### src/rtl/conv_sched_pkg.sv
// Shared FSM encoding and width helpers for the 1x1 convolution scheduler.
package conv_sched_pkg;

  localparam logic [2:0] ST_IDLE  = 3'd0;
  localparam logic [2:0] ST_FETCH = 3'd1;
  localparam logic [2:0] ST_ISSUE = 3'd2;
  localparam logic [2:0] ST_DRAIN = 3'd3;
  localparam logic [2:0] ST_DONE  = 3'd4;

  // Counter width for a range of n values; never narrower than one bit.
  function automatic int cw(input int n);
    return (n > 1) ? $clog2(n) : 1;
  endfunction

  localparam int DEF_NUM_K      = 4;
  localparam int DEF_IMG_WIDTH  = 3;
  localparam int DEF_IMG_HEIGHT = 3;
  localparam int DEF_K_W        = cw(DEF_NUM_K);
  localparam int DEF_COL_W      = cw(DEF_IMG_WIDTH);
  localparam int DEF_ROW_W      = cw(DEF_IMG_HEIGHT);

endpackage

### src/rtl/conv1x1_scheduler_if.sv
// Scheduler <-> 1x1 processing element bus: issue strobe out, result back.
interface conv1x1_scheduler_if #(
  parameter int Datawidth = 16
) ();
  logic [Datawidth-1:0] PE_In;
  logic [Datawidth-1:0] PE_K;
  logic                 PE_Valid_IN;
  logic [Datawidth-1:0] PE_Out;
  logic                 PE_Valid_OUT;

  modport master (
    output PE_In, PE_K, PE_Valid_IN,
    input  PE_Out, PE_Valid_OUT
  );

  modport slave (
    input  PE_In, PE_K, PE_Valid_IN,
    output PE_Out, PE_Valid_OUT
  );
endinterface

### src/rtl/conv1x1_weight_rf.sv
// Per-kernel weight register file: sync write, async read, async clear.
module conv1x1_weight_rf
  import conv_sched_pkg::*;
#(
  parameter int NUM_K     = 4,
  parameter int Datawidth = 16,
  parameter int AW        = cw(NUM_K)
) (
  input  logic                 CLK,
  input  logic                 CLR,
  input  logic                 we,
  input  logic [AW-1:0]        waddr,
  input  logic [Datawidth-1:0] wdata,
  input  logic [AW-1:0]        raddr,
  output logic [Datawidth-1:0] rdata
);

  logic [Datawidth-1:0] mem [NUM_K];

  // Decode by index match so addresses beyond NUM_K-1 simply hit nothing.
  always_ff @(posedge CLK or negedge CLR) begin
    if (!CLR) begin
      for (int i = 0; i < NUM_K; i++) mem[i] <= '0;
    end else if (we) begin
      for (int i = 0; i < NUM_K; i++)
        if (waddr == AW'(i)) mem[i] <= wdata;
    end
  end

  always_comb begin
    rdata = '0;
    for (int i = 0; i < NUM_K; i++)
      if (raddr == AW'(i)) rdata = mem[i];
  end

endmodule

### src/rtl/conv1x1_scheduler.sv
// Streams a feature map pixel-by-pixel through a 1x1 PE, issuing one weight
// per cycle and re-tagging PE results with channel/column/row.
//
// state | meaning
// IDLE  | waiting for Start, weights writable
// FETCH | In_Ready high, waiting for a pixel
// ISSUE | one PE issue per kernel for the held pixel
// DRAIN | last issue in flight through the PE
// DONE  | one-cycle frame-complete pulse
module conv1x1_scheduler
  import conv_sched_pkg::*;
#(
  parameter  int IMG_Width  = 3,
  parameter  int IMG_Height = 3,
  parameter  int Datawidth  = 16,
  parameter  int NUM_K      = 4,
  localparam int KW         = cw(NUM_K),
  localparam int CW         = cw(IMG_Width),
  localparam int RW         = cw(IMG_Height)
) (
  input  logic                 CLK,
  input  logic                 CLR,
  input  logic                 Start,
  input  logic                 W_WE,
  input  logic [KW-1:0]        W_ADDR,
  input  logic [Datawidth-1:0] W_DATA,
  input  logic [Datawidth-1:0] In_Data,
  input  logic                 In_Valid,
  output logic                 In_Ready,
  conv1x1_scheduler_if.master  pe,
  output logic [Datawidth-1:0] Out_Data,
  output logic                 Out_Valid,
  output logic [KW-1:0]        Out_Ch,
  output logic [CW-1:0]        Out_Col,
  output logic [RW-1:0]        Out_Row,
  output logic                 Out_Last,
  output logic                 Busy,
  output logic                 Done
);

  localparam logic [KW-1:0] K_LAST   = KW'(NUM_K - 1);
  localparam logic [CW-1:0] COL_LAST = CW'(IMG_Width - 1);
  localparam logic [RW-1:0] ROW_LAST = RW'(IMG_Height - 1);

  logic [2:0]           state;
  logic [KW-1:0]        k;
  logic [CW-1:0]        col;
  logic [RW-1:0]        row;
  logic [Datawidth-1:0] pix;
  logic [Datawidth-1:0] pe_in_q;
  logic [Datawidth-1:0] pe_k_q;
  logic [Datawidth-1:0] w_rd;
  logic [KW-1:0]        tag_k;
  logic [CW-1:0]        tag_col;
  logic [RW-1:0]        tag_row;
  logic                 tag_last;
  logic                 issue;
  logic                 k_last;
  logic                 col_last;
  logic                 row_last;

  assign issue    = (state == ST_ISSUE);
  assign k_last   = (k == K_LAST);
  assign col_last = (col == COL_LAST);
  assign row_last = (row == ROW_LAST);

  assign In_Ready = (state == ST_FETCH);
  assign Busy     = (state != ST_IDLE);
  assign Done     = (state == ST_DONE);

  // PE operands are live during ISSUE and otherwise hold the last issued pair.
  assign pe.PE_Valid_IN = issue;
  assign pe.PE_In       = issue ? pix  : pe_in_q;
  assign pe.PE_K        = issue ? w_rd : pe_k_q;

  conv1x1_weight_rf #(
    .NUM_K     (NUM_K),
    .Datawidth (Datawidth),
    .AW        (KW)
  ) u_weight_rf (
    .CLK   (CLK),
    .CLR   (CLR),
    .we    (W_WE && (state == ST_IDLE)),
    .waddr (W_ADDR),
    .wdata (W_DATA),
    .raddr (k),
    .rdata (w_rd)
  );

  always_ff @(posedge CLK or negedge CLR) begin
    if (!CLR) begin
      state    <= ST_IDLE;
      k        <= '0;
      col      <= '0;
      row      <= '0;
      pix      <= '0;
      pe_in_q  <= '0;
      pe_k_q   <= '0;
      tag_k    <= '0;
      tag_col  <= '0;
      tag_row  <= '0;
      tag_last <= 1'b0;
    end else begin
      case (state)
        ST_IDLE: begin
          if (Start) begin
            state <= ST_FETCH;
            k     <= '0;
            col   <= '0;
            row   <= '0;
          end
        end
        ST_FETCH: begin
          if (In_Valid) begin
            pix   <= In_Data;
            k     <= '0;
            state <= ST_ISSUE;
          end
        end
        ST_ISSUE: begin
          pe_in_q  <= pix;
          pe_k_q   <= w_rd;
          tag_k    <= k;
          tag_col  <= col;
          tag_row  <= row;
          tag_last <= k_last && col_last && row_last;
          if (k_last) begin
            k <= '0;
            if (col_last) begin
              col <= '0;
              if (row_last) begin
                row   <= '0;
                state <= ST_DRAIN;
              end else begin
                row   <= row + 1'b1;
                state <= ST_FETCH;
              end
            end else begin
              col   <= col + 1'b1;
              state <= ST_FETCH;
            end
          end else begin
            k <= k + 1'b1;
          end
        end
        ST_DRAIN: state <= ST_DONE;
        ST_DONE:  state <= ST_IDLE;
        default:  state <= ST_IDLE;
      endcase
    end
  end

  // Results are forwarded whenever the PE says valid, using whatever tag is held.
  always_ff @(posedge CLK or negedge CLR) begin
    if (!CLR) begin
      Out_Valid <= 1'b0;
      Out_Last  <= 1'b0;
      Out_Data  <= '0;
      Out_Ch    <= '0;
      Out_Col   <= '0;
      Out_Row   <= '0;
    end else begin
      Out_Valid <= pe.PE_Valid_OUT;
      Out_Last  <= pe.PE_Valid_OUT && tag_last;
      if (pe.PE_Valid_OUT) begin
        Out_Data <= pe.PE_Out;
        Out_Ch   <= tag_k;
        Out_Col  <= tag_col;
        Out_Row  <= tag_row;
      end
    end
  end

endmodule

### src/flat_wrapper.sv
// flat-port wrapper written by rule: the top's interface ports become plain ports
module conv1x1_scheduler_flat import conv_sched_pkg::*;
#(
  parameter  int IMG_Width  = 3,
  parameter  int IMG_Height = 3,
  parameter  int Datawidth  = 16,
  parameter  int NUM_K      = 4,
  localparam int KW         = cw(NUM_K),
  localparam int CW         = cw(IMG_Width),
  localparam int RW         = cw(IMG_Height)
)
  (CLK, CLR, Start, W_WE, W_ADDR, W_DATA, In_Data, In_Valid, In_Ready, Out_Data, Out_Valid, Out_Ch, Out_Col, Out_Row, Out_Last, Busy, Done, pe_PE_In, pe_PE_K, pe_PE_Valid_IN, pe_PE_Out, pe_PE_Valid_OUT);
  conv1x1_scheduler_if #(.Datawidth(Datawidth)) pe_i ();
  input  logic CLK;
  input  logic CLR;
  input  logic Start;
  input  logic W_WE;
  input  logic [KW-1:0] W_ADDR;
  input  logic [Datawidth-1:0] W_DATA;
  input  logic [Datawidth-1:0] In_Data;
  input  logic In_Valid;
  output logic In_Ready;
  output logic [Datawidth-1:0] Out_Data;
  output logic Out_Valid;
  output logic [KW-1:0] Out_Ch;
  output logic [CW-1:0] Out_Col;
  output logic [RW-1:0] Out_Row;
  output logic Out_Last;
  output logic Busy;
  output logic Done;
  output wire logic [$bits(pe_i.PE_In)-1:0] pe_PE_In;
  output wire logic [$bits(pe_i.PE_K)-1:0] pe_PE_K;
  output wire logic [$bits(pe_i.PE_Valid_IN)-1:0] pe_PE_Valid_IN;
  input wire logic [$bits(pe_i.PE_Out)-1:0] pe_PE_Out;
  input wire logic [$bits(pe_i.PE_Valid_OUT)-1:0] pe_PE_Valid_OUT;
  assign pe_PE_In = pe_i.PE_In;
  assign pe_PE_K = pe_i.PE_K;
  assign pe_PE_Valid_IN = pe_i.PE_Valid_IN;
  assign pe_i.PE_Out = pe_PE_Out;
  assign pe_i.PE_Valid_OUT = pe_PE_Valid_OUT;
  conv1x1_scheduler #(.IMG_Width(IMG_Width), .IMG_Height(IMG_Height), .Datawidth(Datawidth), .NUM_K(NUM_K)) u_core (.CLK(CLK), .CLR(CLR), .Start(Start), .W_WE(W_WE), .W_ADDR(W_ADDR), .W_DATA(W_DATA), .In_Data(In_Data), .In_Valid(In_Valid), .In_Ready(In_Ready), .pe(pe_i), .Out_Data(Out_Data), .Out_Valid(Out_Valid), .Out_Ch(Out_Ch), .Out_Col(Out_Col), .Out_Row(Out_Row), .Out_Last(Out_Last), .Busy(Busy), .Done(Done));
endmodule
### config.mk
export PLATFORM = sky130hd
export DESIGN_NAME = conv1x1_scheduler_flat
export DESIGN_NICKNAME = d
export VERILOG_FILES = /design/src/rtl/conv_sched_pkg.sv /design/src/rtl/conv1x1_scheduler_if.sv /design/src/rtl/conv1x1_weight_rf.sv /design/src/rtl/conv1x1_scheduler.sv /design/src/flat_wrapper.sv
export SDC_FILE = /design/constraint.sdc
export NUM_CORES = 1
export LEC_CHECK = 0
export BUFFER_PORTS_ARGS = -buffer_cell sky130_fd_sc_hd__buf_2
export CORE_ASPECT_RATIO = 0.6
export CORE_UTILIZATION = 55
export DETAILED_ROUTE_END_ITERATION = 10
export HOLD_SLACK_MARGIN = 0.06
export PLACE_DENSITY = 0.79
export SYNTH_ARGS = -nofsm -noshare
export SYNTH_HDL_FRONTEND = slang
export SYNTH_SLANG_ARGS = --single-unit
export TNS_END_PERCENT = 5
### constraint.sdc
create_clock -name CLK -period 2.5 [get_ports CLK]
set_clock_uncertainty 0.2 [all_clocks]
set_input_delay 0.375 -clock CLK [delete_from_list [all_inputs] [get_ports CLK]]
set_output_delay 0.375 -clock CLK [all_outputs]
set_load 0.03 [all_outputs]
==> results.json, run 1 <==
{
  "clk_pin_slew_worst_paths_ns": 0.06,
  "clock_insertion_delay_worst_skew_ns": 0.42,
  "worstMarginPinSlew_ns": 0.594,
  "critical_path_arrival_ns": 2.10,
  "worst-path-buf-inv": 3,
  "layout_worst_path_cycle_share": 1.07,
  "first_global_vias": 4952,
  "critical_path_fanouts_max": 32,
  "initial_core_utilization": 0.583,
  "setup_slack_ns": -0.175,
  "cp_top_delay_family": "compound AO/OA/AOI/OAI gates",
  "layout.area.seq_um2": 3800,
  "core_um2": 10900,
  "cts_inserted_buffers": 17,
  "setup.worst_path.end_class": "output port",
  "yosys-top-cells-area": "dfrtp_1, mux2_2, nand2_1",
  "ant_nets": 0,
  "cts_htree_levels": 4,
  "area_growth_pct": 34.4,
  "grt_setup_unrepaired": "true",
  "netlist_instances": 507,
  "yosys_warnings": 0,
  "min-delay-path-class": "in2reg",
  "cp_data_required_time_ns": 1.92,
  "drt-pass1-iter-count": 4,
  "maximum_number_of_pins_on_one_net_before_global_route_repair": 62,
  "global_routing_usage_summed_across_all_routing_layers": 0.276,
  "antenna_found_initial": 0,
  "synth_area_leader_cell": "dfrtp_1",
  "nets": 741,
  "hold_viol": 0,
  "synth_sequential_area_ratio": 0.598,
  "die_width_um": 141,
  "ios": 116,
  "synthesis.area_um2": 6360,
  "worst-setup-path-type": "reg2out",
  "place.port_buffers": 115,
  "final_core_util": 0.783,
  "drc_errors": 0,
  "first_iter_violations": 246,
  "dieArea_um2": 12000,
  "achievable-frequency_mhz": 374,
  "run_status": "finished with violations",
  "rr_startpoint": "u_core.state[1]",
  "fp-row-count": 29,
  "cp_slowest_cell": "dfrtp_1",
  "setup-violations-final": 16,
  "route.vias.total": 4641,
  "syn_area_per_cell_um2": 12.5,
  "ctsLongestPathBuffers": 2,
  "routabilityCongestion": 0.738,
  "synth_seq_cells": 152,
  "layout.filler_cells": 638,
  "via_cell_ratio": 5.47,
  "max_cap_violations": 0,
  "avgRoutedWirePerCell_um": 17.9,
  "irDropWorstVdd_v": 0.00102,
  "post_route_cells_drive_above_1_share": 0.422,
  "final_antenna_diode_count": 0,
  "gr-total-overflow": 0,
  "critical_path.startpoint_type": "register",
  "cts.sink_count": 152,
  "cp_slowest_stage_delay_ns": 0.39,
  "place_hpwl_um": 9190,
  "worst_setup_slack_after_placement_ns": 0.0241,
  "die_height_um": 85.3,
  "timing_max_transition_violations_final": 0,
  "tritoncts": "done",
  "grt_pass1_wl_um": 25100,
  "power.leakage_nw": 4.00,
  "fraction_of_post_synthesis_cell_area_in_the_top_cell_type_by_area": 0.598,
  "path_cells": "inv_2 > ha_2 > buf_12 > nand3b_1 > a221oi_4 > o22a_1 > buf_6",
  "area_occupied_by_multi_input_gates_um2": 2430,
  "synth.distinct_cells": 37,
  "fin_crit_ns": 2.67,
  "syn_nets": 567,
  "worstSetupStartpoint": "u_core.k[1]",
  "violations": "setup timing",
  "p_per_area_nw_per_um2": 1340,
  "max-slew-margin-rel": 0.604,
  "drt-total-wl_um": 15200,
  "holdCritStartpoint": "W_DATA[3]",
  "cts_root_buf": "clkbuf_16"
}
## repair_timing
item | in CTS | in global routing
hold buffers | 49 | 0
resized for setup | 39 | 21
endpoints found under the setup margin | 32 | 32
setup buffers | 3 | 0
hold endpoints to repair | 142 | 0
cloned | 1 | 0
pin swaps | 8 | 3
## worst reg2reg max path: stages (launching register included)
cell and delay (ns):
dfrtp_1 0.38, buf_4 0.17, nor4b_4 0.39, and3_1 0.26, buf_12 0.18, mux2_2 0.36
## flip-flops by register name (all words and copies together), names as in the netlist
signal	flops
u_core.Out_Row	2
u_core.Out_Ch	2
u_core.tag_row	2
u_core.tag_col	2
u_core.k	2
u_core.tag_last	1
u_core.state	3
u_core.Out_Data	16
u_core.row	2
u_core.tag_k	2
u_core.Out_Last	1
u_core.pe_k_q	16
u_core.u_weight_rf.mem	64
u_core.Out_Col	2
u_core.pe_in_q	16
u_core.Out_Valid	1
u_core.pix	16
u_core.col	2
## worst paths after layout
| check | end | slack, ns | cells past startpoint |
|---|---|---|---|
| min reg2reg | u_core.pe_in_q[3] | 0.27 | 2 |
| max reg2reg | u_core.u_weight_rf.mem[3] | 0.43 | 5 |
| min in group asynchronous | u_core.pe_k_q[13] | 0.30 | 2 |
| max in group asynchronous | u_core.tag_col[0] | 1.00 | 3 |
| max | pe_PE_K[3] | -0.17 | 7 |
| min | u_core.u_weight_rf.mem[19] | 0.09 | 2 |
## placed cells by master, fill, tap and decap left out, types with 5 or more instances in the layout
cell	synthesis	layout
a21oi_1	17	17
buf_2	10	89
o22a_1	16	16
clkbuf_16	0	17
nand2_1	97	97
buf_6	2	7
clkbuf_4	0	5
buf_4	2	27
nand3b_1	16	16
a221oi_1	16	5
mux2_2	103	103
a221oi_2	0	9
dfrtp_1	152	152
inv_1	20	17
buf_12	0	7
dlygate4sd3_1	0	49
## where the power goes
group          leakage [nW]  internal, mW  switching (mW)  total [mW]
combinational          1.86          2.21            2.74        4.95
sequential             1.86          3.47           0.499        3.97
clock                 0.283          1.60           0.981        2.58
## per-stage QoR
stage / setup TNS, ns / power, mW / instance area (µm²) / hold slack (ns) / cells
floorplan: 0 / 6.93 / 6360 / -0.121 / 507
global placement: 0 / 8.02 / 7210 / 0.192 / 764
detailed placement: 0 / 8.23 / 7210 / 0.201 / 764
CTS: -2.29 / 11.3 / 8500 / 0.0625 / 849
global route: -3.74 / 12.1 / 8550 / 0.0834 / 849
finish: -2.16 / 11.5 / 8550 / 0.0862 / 849
## logic make-up after synthesis
group	Yosys count	synth area share
AO/OA/AOI/OAI	60	0.0708
flip-flops	152	0.598
multiplexers	103	0.182
buffers and inverters	51	0.0358
adder cells (fa/ha/maj)	4	0.00787
AND/OR/NAND/NOR	137	0.105
## layer usage
layer / wire length [µm] / vias to the layer above / global-route usage
met5: 0 / - / 0
met4: 271 / 0 / 0.103
met3: 668 / 30 / 0.0643
met2: 7300 / 122 / 0.449
met1: 6950 / 2374 / 0.366
li1: - / 2115 / -
## synthesized netlist by cell type
master / number
nand2_1: 97
o211ai_1: 1
or2_2: 1
nand3_1: 1
mux2_2: 103
nand2_2: 1
buf_4: 2
and2_1: 1
o21ai_0: 3
a21oi_1: 17
and4bb_2: 1
dfrtp_1: 152
nand2b_1: 1
nor3_1: 1
inv_1: 20
a221oi_1: 16
buf_1: 1
buf_2: 10
nor2b_1: 3
nor4bb_1: 1
a21o_1: 2
nor4b_4: 1
clkbuf_1: 15
or3b_2: 1
nand3b_2: 2
a22o_1: 2
and3_1: 1
ha_1: 4
or3_1: 1
a32o_1: 3
buf_6: 2
nor3b_1: 3
nor2_1: 3
o22a_1: 16
clkbuf_2: 1
and3b_1: 1
nand3b_1: 16
## area by class of cell
| type | count | area share |
|---|---|---|
| Sequential cell | 152 | 0.445 |
| Clock buffer | 21 | 0.0527 |
| Timing Repair Buffer | 186 | 0.168 |
| Clock inverter | 11 | 0.0174 |
| Multi-Input combinational cell | 304 | 0.285 |
| Tap cell | 155 | 0.0227 |
| Inverter | 20 | 0.00966 |
Power figures use the tool's default switching activity.
==> run 2, diff against run 1 <==
SETUP_SLACK_MARGIN = 0.4   (was unset)
==> run 2 against run 1 <==
Against the previous run: the run still ends with setup timing left; register-to-register slack worse by 0.08 ns; clock-buffer cell count is 1 lower; power is 11% higher; flip-flop and latch count stayed put; hold slack worse by 0.010 ns; sequential power is 2% higher; critical endpoint is now pe_PE_K[14].
==> results.json, run 2 (same netlist as run 1, synthesis figures left out) <==
{
  "run_status": "finished with violations",
  "violations": "setup timing",
  "largest_register_ff_count": 64,
  "setup.worst_path.end_class": "output port",
  "area_growth_pct": 44.4,
  "worst_setup_slack_after_placement_ns": 0.0727,
  "drt-total-wl_um": 16900,
  "power.leakage_nw": 4.27,
  "min_to": "u_core.u_weight_rf.mem[61]",
  "cp_data_required_time_ns": 1.92,
  "ant_nets": 0,
  "final_core_util": 0.841,
  "initial_core_utilization": 0.583,
  "setup-violations-final": 15,
  "fin_crit_ns": 2.67,
  "tritoncts": "done",
  "critical_path_fanouts_max": 16,
  "max-slew-margin-rel": 0.628,
  "die_height_um": 85.3,
  "cts_htree_levels": 4,
  "p_total_mw": 12.8,
  "achievable-frequency_mhz": 375,
  "antenna_found_initial": 0,
  "critical_path.startpoint_type": "register",
  "timing.reg2reg.worst_path_depth": 5,
  "via_cell_ratio": 5.63,
  "worst-setup-path-type": "reg2out",
  "min-delay-path-class": "in2reg",
  "clock_insertion_delay_worst_skew_ns": 0.41,
  "reg2reg_setup_slack_ns": 0.35,
  "die_width_um": 141,
  "busiest_layer": "met2",
  "nets": 748,
  "holdCritStartpoint": "W_DATA[13]",
  "place_hpwl_um": 9210,
  "cts.sink_count": 152,
  "grt_setup_unrepaired": "true",
  "first_global_vias": 5154,
  "cts_root_buf": "clkbuf_16",
  "global_routing_usage_summed_across_all_routing_layers": 0.302,
  "hold_viol": 0,
  "fp-row-count": 29,
  "critical_path_arrival_ns": 2.09,
  "ios": 116,
  "gr-usage-met1": 0.395,
  "first_iter_violations": 272,
  "max_cap_violations": 0,
  "cp_slowest_stage_delay_ns": 0.46,
  "irDropWorstVdd_v": 0.000996,
  "global_route.usage.met2": 0.497,
  "routabilityCongestion": 0.761,
  "setup_slack_ns": -0.165,
  "largest_reg_by_ff_count": "u_core.u_weight_rf.mem",
  "clk_pin_slew_worst_paths_ns": 0.06,
  "avgRoutedWirePerCell_um": 19.7,
  "core_um2": 10900,
  "route.vias.total": 4821,
  "path_cells": "ha_4 > buf_12 > nand3b_1 > a221oi_2 > o22a_2 > buf_6",
  "maximum_number_of_pins_on_one_net_before_global_route_repair": 63,
  "drc_errors": 0,
  "post_route_cells_drive_above_1_share": 0.525,
  "worstMarginPinSlew_ns": 0.558,
  "dieArea_um2": 12000,
  "cts_inserted_buffers": 17,
  "final_antenna_diode_count": 0,
  "cp_slowest_cell": "dfrtp_2",
  "whs_path_depth": 2,
  "p_per_area_nw_per_um2": 1390,
  "layout.filler_cells": 528,
  "ctsLongestPathBuffers": 2,
  "grt.met3_usage": 0.0694,
  "timing_max_transition_violations_final": 0,
  "mostFrequentLayoutCell": "dfrtp_1",
  "r2r_end": "u_core.u_weight_rf.mem[13]",
  "grt_pass1_wl_um": 27100,
  "gr-total-overflow": 0,
  "rr_startpoint": "u_core.state[2]",
  "drt-pass1-iter-count": 5,
  "place.port_buffers": 115,
  "layout_worst_path_cycle_share": 1.07,
  "final_cell_mix": "dfrtp_1, mux2_2, buf_2"
}
==> run 2: changes by cell type in the layout (fill, tap and decap cells not counted), sizes merged <==
cell | before | now
buf | 132 | 147
clkbuf | 26 | 20
clkinv | 5 | 7
dlygate4sd3 | 49 | 46
inv | 20 | 19
==> run 2: power by group <==
group	internal [mW]	switching, mW
combinational	2.91	3.19
clock	1.62	1.01
sequential	3.47	0.596
==> run 2: layout make-up <==
cell class,instances,area (µm²),area share
Multi-Input combinational cell,304,2810,0.305
Timing Repair Buffer,193,1690,0.184
Clock buffer,20,457,0.0497
Sequential cell,152,3800,0.414
Inverter,20,90.1,0.00980
Tap cell,155,194,0.0211
Clock inverter,12,150,0.0163
==> run 2: worst max-delay path by stage <==
stage / start / endpoint / slack [ns] / depth (start not counted)
after detailed placement: u_core.k[0] / pe_PE_K[2] / 0.07 / 7
after global placement: u_core.k[0] / pe_PE_K[2] / 0.15 / 7
after floorplan: u_core.k[0] / pe_PE_K[4] / 0.37 / 6
final: u_core.k[0] / pe_PE_K[14] / -0.17 / 6
after global routing: u_core.k[0] / pe_PE_K[14] / -0.20 / 6
after CTS: u_core.k[0] / pe_PE_K[2] / -0.15 / 6
==> run 2: through the flow <==
stage / cells / hold slack, ns / area [µm²] / setup TNS (ns)
2_1_floorplan: 507 / -0.121 / 6540 / 0
3_3_place_gp: 767 / 0.190 / 7400 / 0
3_5_place_dp: 767 / 0.196 / 7400 / 0
4_1_cts: 856 / 0.0651 / 9140 / -0.814
5_1_grt: 856 / 0.0684 / 9190 / -2.07
6_report: 856 / 0.0761 / 9190 / -1.18
==> run 2: repair_timing <==
action                                  in CTS  in global routing
endpoints found under the setup margin      47                 62
hold buffers                                46                  0
cloned                                       3                  0
resized for setup                          142                 11
setup buffers                                8                  0
pin swaps                                   33                 24
hold endpoints to repair                   136                  0
==> run 2: critical path, delay by kind of cell, from the launching register on <==
family | cells | cell delay, ns
AND/OR/NAND/NOR | 1 | 0.21
AO/OA/AOI/OAI | 2 | 0.52
buffers and inverters | 2 | 0.28
flip-flops | 1 | 0.46
adder cells (fa/ha/maj) | 1 | 0.21
==> run 2: routing by layer <==
| layer | vias up | routed length (µm) |
|---|---|---|
| met4 | 0 | 361 |
| met5 | - | 0 |
| li1 | 2134 | - |
| met1 | 2456 | 7280 |
| met2 | 196 | 8210 |
| met3 | 35 | 1030 |
==> run 3, diff against run 2 <==
PLACE_DENSITY = unset   (was 0.79)
PLACE_DENSITY_LB_ADDON = 0.08   (was unset)
==> run 3 against run 2 <==
Against the previous run: the flow still finishes with violations (setup timing); combinational power is 2% higher; routed wire length is 5.0% higher; setup slack worse by 0.0027 ns; die area stayed put; flip-flop and latch count stayed put; clock-buffer cell count is 1 lower; clock power is 5% higher; largest power group unchanged.
==> results.json, run 3 (same netlist as run 1, synthesis figures left out) <==
{
  "run_status": "finished with violations",
  "violations": "setup timing",
  "cts_root_buf": "clkbuf_16",
  "cell_internal_pwr_mw": 8.22,
  "final_antenna_diode_count": 0,
  "first_iter_violations": 256,
  "nets": 756,
  "antenna_found_initial": 0,
  "grt_pass1_wl_um": 26100,
  "grt_setup_unrepaired": "true",
  "clk_pin_slew_worst_paths_ns": 0.06,
  "ios": 116,
  "avgRoutedWirePerCell_um": 20.5,
  "ctsLongestPathBuffers": 2,
  "power.leakage_nw": 4.33,
  "core_um2": 10900,
  "p_total_mw": 13.0,
  "drt-pass1-iter-count": 4,
  "place_hpwl_um": 9170,
  "layout_worst_path_cycle_share": 1.07,
  "power_switching_mw": 4.83,
  "dieArea_um2": 12000,
  "die_width_um": 141,
  "timing_max_transition_violations_final": 0,
  "cp_data_required_time_ns": 1.92,
  "p_per_area_nw_per_um2": 1400,
  "hold_viol": 0,
  "post_dp_cell_area_um2": 7360,
  "critical_path_fanouts_max": 8,
  "critical_path_arrival_ns": 2.09,
  "mostFrequentLayoutCell": "dfrtp_1",
  "switching_share": 0.370,
  "final_cell_mix": "dfrtp_1, mux2_2, buf_2",
  "clock_insertion_delay_worst_skew_ns": 0.42,
  "fin_area_um2": 9350,
  "power.share.sequential": 0.311,
  "fp-row-count": 29,
  "layout.filler_cells": 541,
  "min-delay-path-class": "in2reg",
  "cts_inserted_buffers": 17,
  "critical_path.startpoint_type": "register",
  "global_routing_usage_summed_across_all_routing_layers": 0.292,
  "worstMarginPinSlew_ns": 0.569,
  "drc_errors": 0,
  "drt-total-wl_um": 17700,
  "first_global_vias": 4960,
  "setup-violations-final": 21,
  "die_height_um": 85.3,
  "cts.sink_count": 152,
  "area_growth_pct": 46.9,
  "fin_crit_ns": 2.67,
  "cts_htree_levels": 4,
  "largest_reg_by_ff_count": "u_core.u_weight_rf.mem",
  "irDropWorstVdd_v": 0.000921,
  "max_cap_violations": 0,
  "initial_core_utilization": 0.583,
  "setup.worst_path.end_class": "output port",
  "tns_ns": -2.04,
  "ant_nets": 0,
  "worst-setup-path-type": "reg2out",
  "clockPowerShare": 0.212,
  "largest_register_ff_count": 64,
  "via_cell_ratio": 5.62,
  "comb_power_share": 0.478,
  "max-slew-margin-rel": 0.615,
  "place.port_buffers": 115,
  "routabilityCongestion": 0.739,
  "achievable-frequency_mhz": 375,
  "tritoncts": "done",
  "setup_slack_ns": -0.168,
  "route.vias.total": 4857,
  "maximum_number_of_pins_on_one_net_before_global_route_repair": 51,
  "final_cells": 864,
  "numPlacedInstances": 764,
  "post_route_cells_drive_above_1_share": 0.519,
  "gr-total-overflow": 0
}
## run 3: cell types whose count changed in the layout (fill, tap and decap cells not counted), sizes merged, moves of 2 or more
cell	before	now
clkbuf	20	24
clkinv	7	2
clkinvlp	3	5
dlygate4sd3	46	50
inv	19	22
## run 3: repair_timing
| action | 4_1_cts | 5_1_grt |
|---|---|---|
| gates resized for setup | 103 | 51 |
| endpoints found under the hold margin | 176 | 0 |
| cloned | 2 | 5 |
| setup buffers | 4 | 7 |
| hold buffers | 50 | 0 |
| pin swaps | 17 | 11 |
| endpoints found under the setup margin | 47 | 67 |
## run 3: cell type report
cell class / instances / area [µm²] / share of cell area
clock buffers: 19 / 453 / 0.0485
well taps: 155 / 194 / 0.0207
repair buffers: 201 / 1810 / 0.194
flip-flops and latches: 152 / 3800 / 0.407
inverters: 20 / 85.1 / 0.00910
multi-input cells: 304 / 2810 / 0.300
clock inverters: 13 / 193 / 0.0206
## run 3: stage by stage
stage	setup slack (ns)	utilization	hold WS, ns
floorplan	0.367	-	-0.121
global placement	0.238	0.674	0.119
detailed placement	0.148	0.674	0.120
CTS	-0.143	0.821	0.150
global route	-0.239	0.856	0.179
finish	-0.168	0.856	0.176
## run 3: critical path, stage by stage, from the launching register on
cell and delay (ns):
dfrtp_1 0.40, inv_2 0.09, ha_4 0.20, buf_12 0.14
nand3b_1 0.20, a221oi_4 0.30, o22a_2 0.22, buf_6 0.13
## run 3: routing by layer
| layer | up-vias | track usage | share of wire |
|---|---|---|---|
| li1 | 2151 | - | - |
| met1 | 2498 | 0.388 | 0.44 |
| met2 | 189 | 0.477 | 0.48 |
| met3 | 19 | 0.0700 | 0.063 |
| met4 | 0 | 0.0939 | 0.010 |
| met5 | - | 0 | 0 |
## run 3: path summary, 6_finish.rpt
kind / start / endpoint / slack, ns / depth (start not counted)
max: u_core.k[1] / pe_PE_K[1] / -0.17 / 7
min: pe_PE_Valid_OUT / u_core.Out_Valid / 0.18 / 1
max reg2reg: u_core.state[1] / u_core.u_weight_rf.mem[2] / 0.33 / 5
min reg2reg: u_core.tag_last / u_core.tag_last / 0.26 / 2
max in group asynchronous: CLR / u_core.tag_row[0] / 1.19 / 3
min in group asynchronous: CLR / u_core.u_weight_rf.mem[13] / 0.25 / 2
## run 3: power groups by stage
stage               clock, mW  combinational [mW]  sequential (mW)
CTS                      2.78                5.53             3.98
detailed placement          0                4.53             3.96
global route             2.91                6.54             4.13
global placement            0                4.38             3.90
floorplan                   0                3.33             3.92
finish                   2.76                6.23             4.05
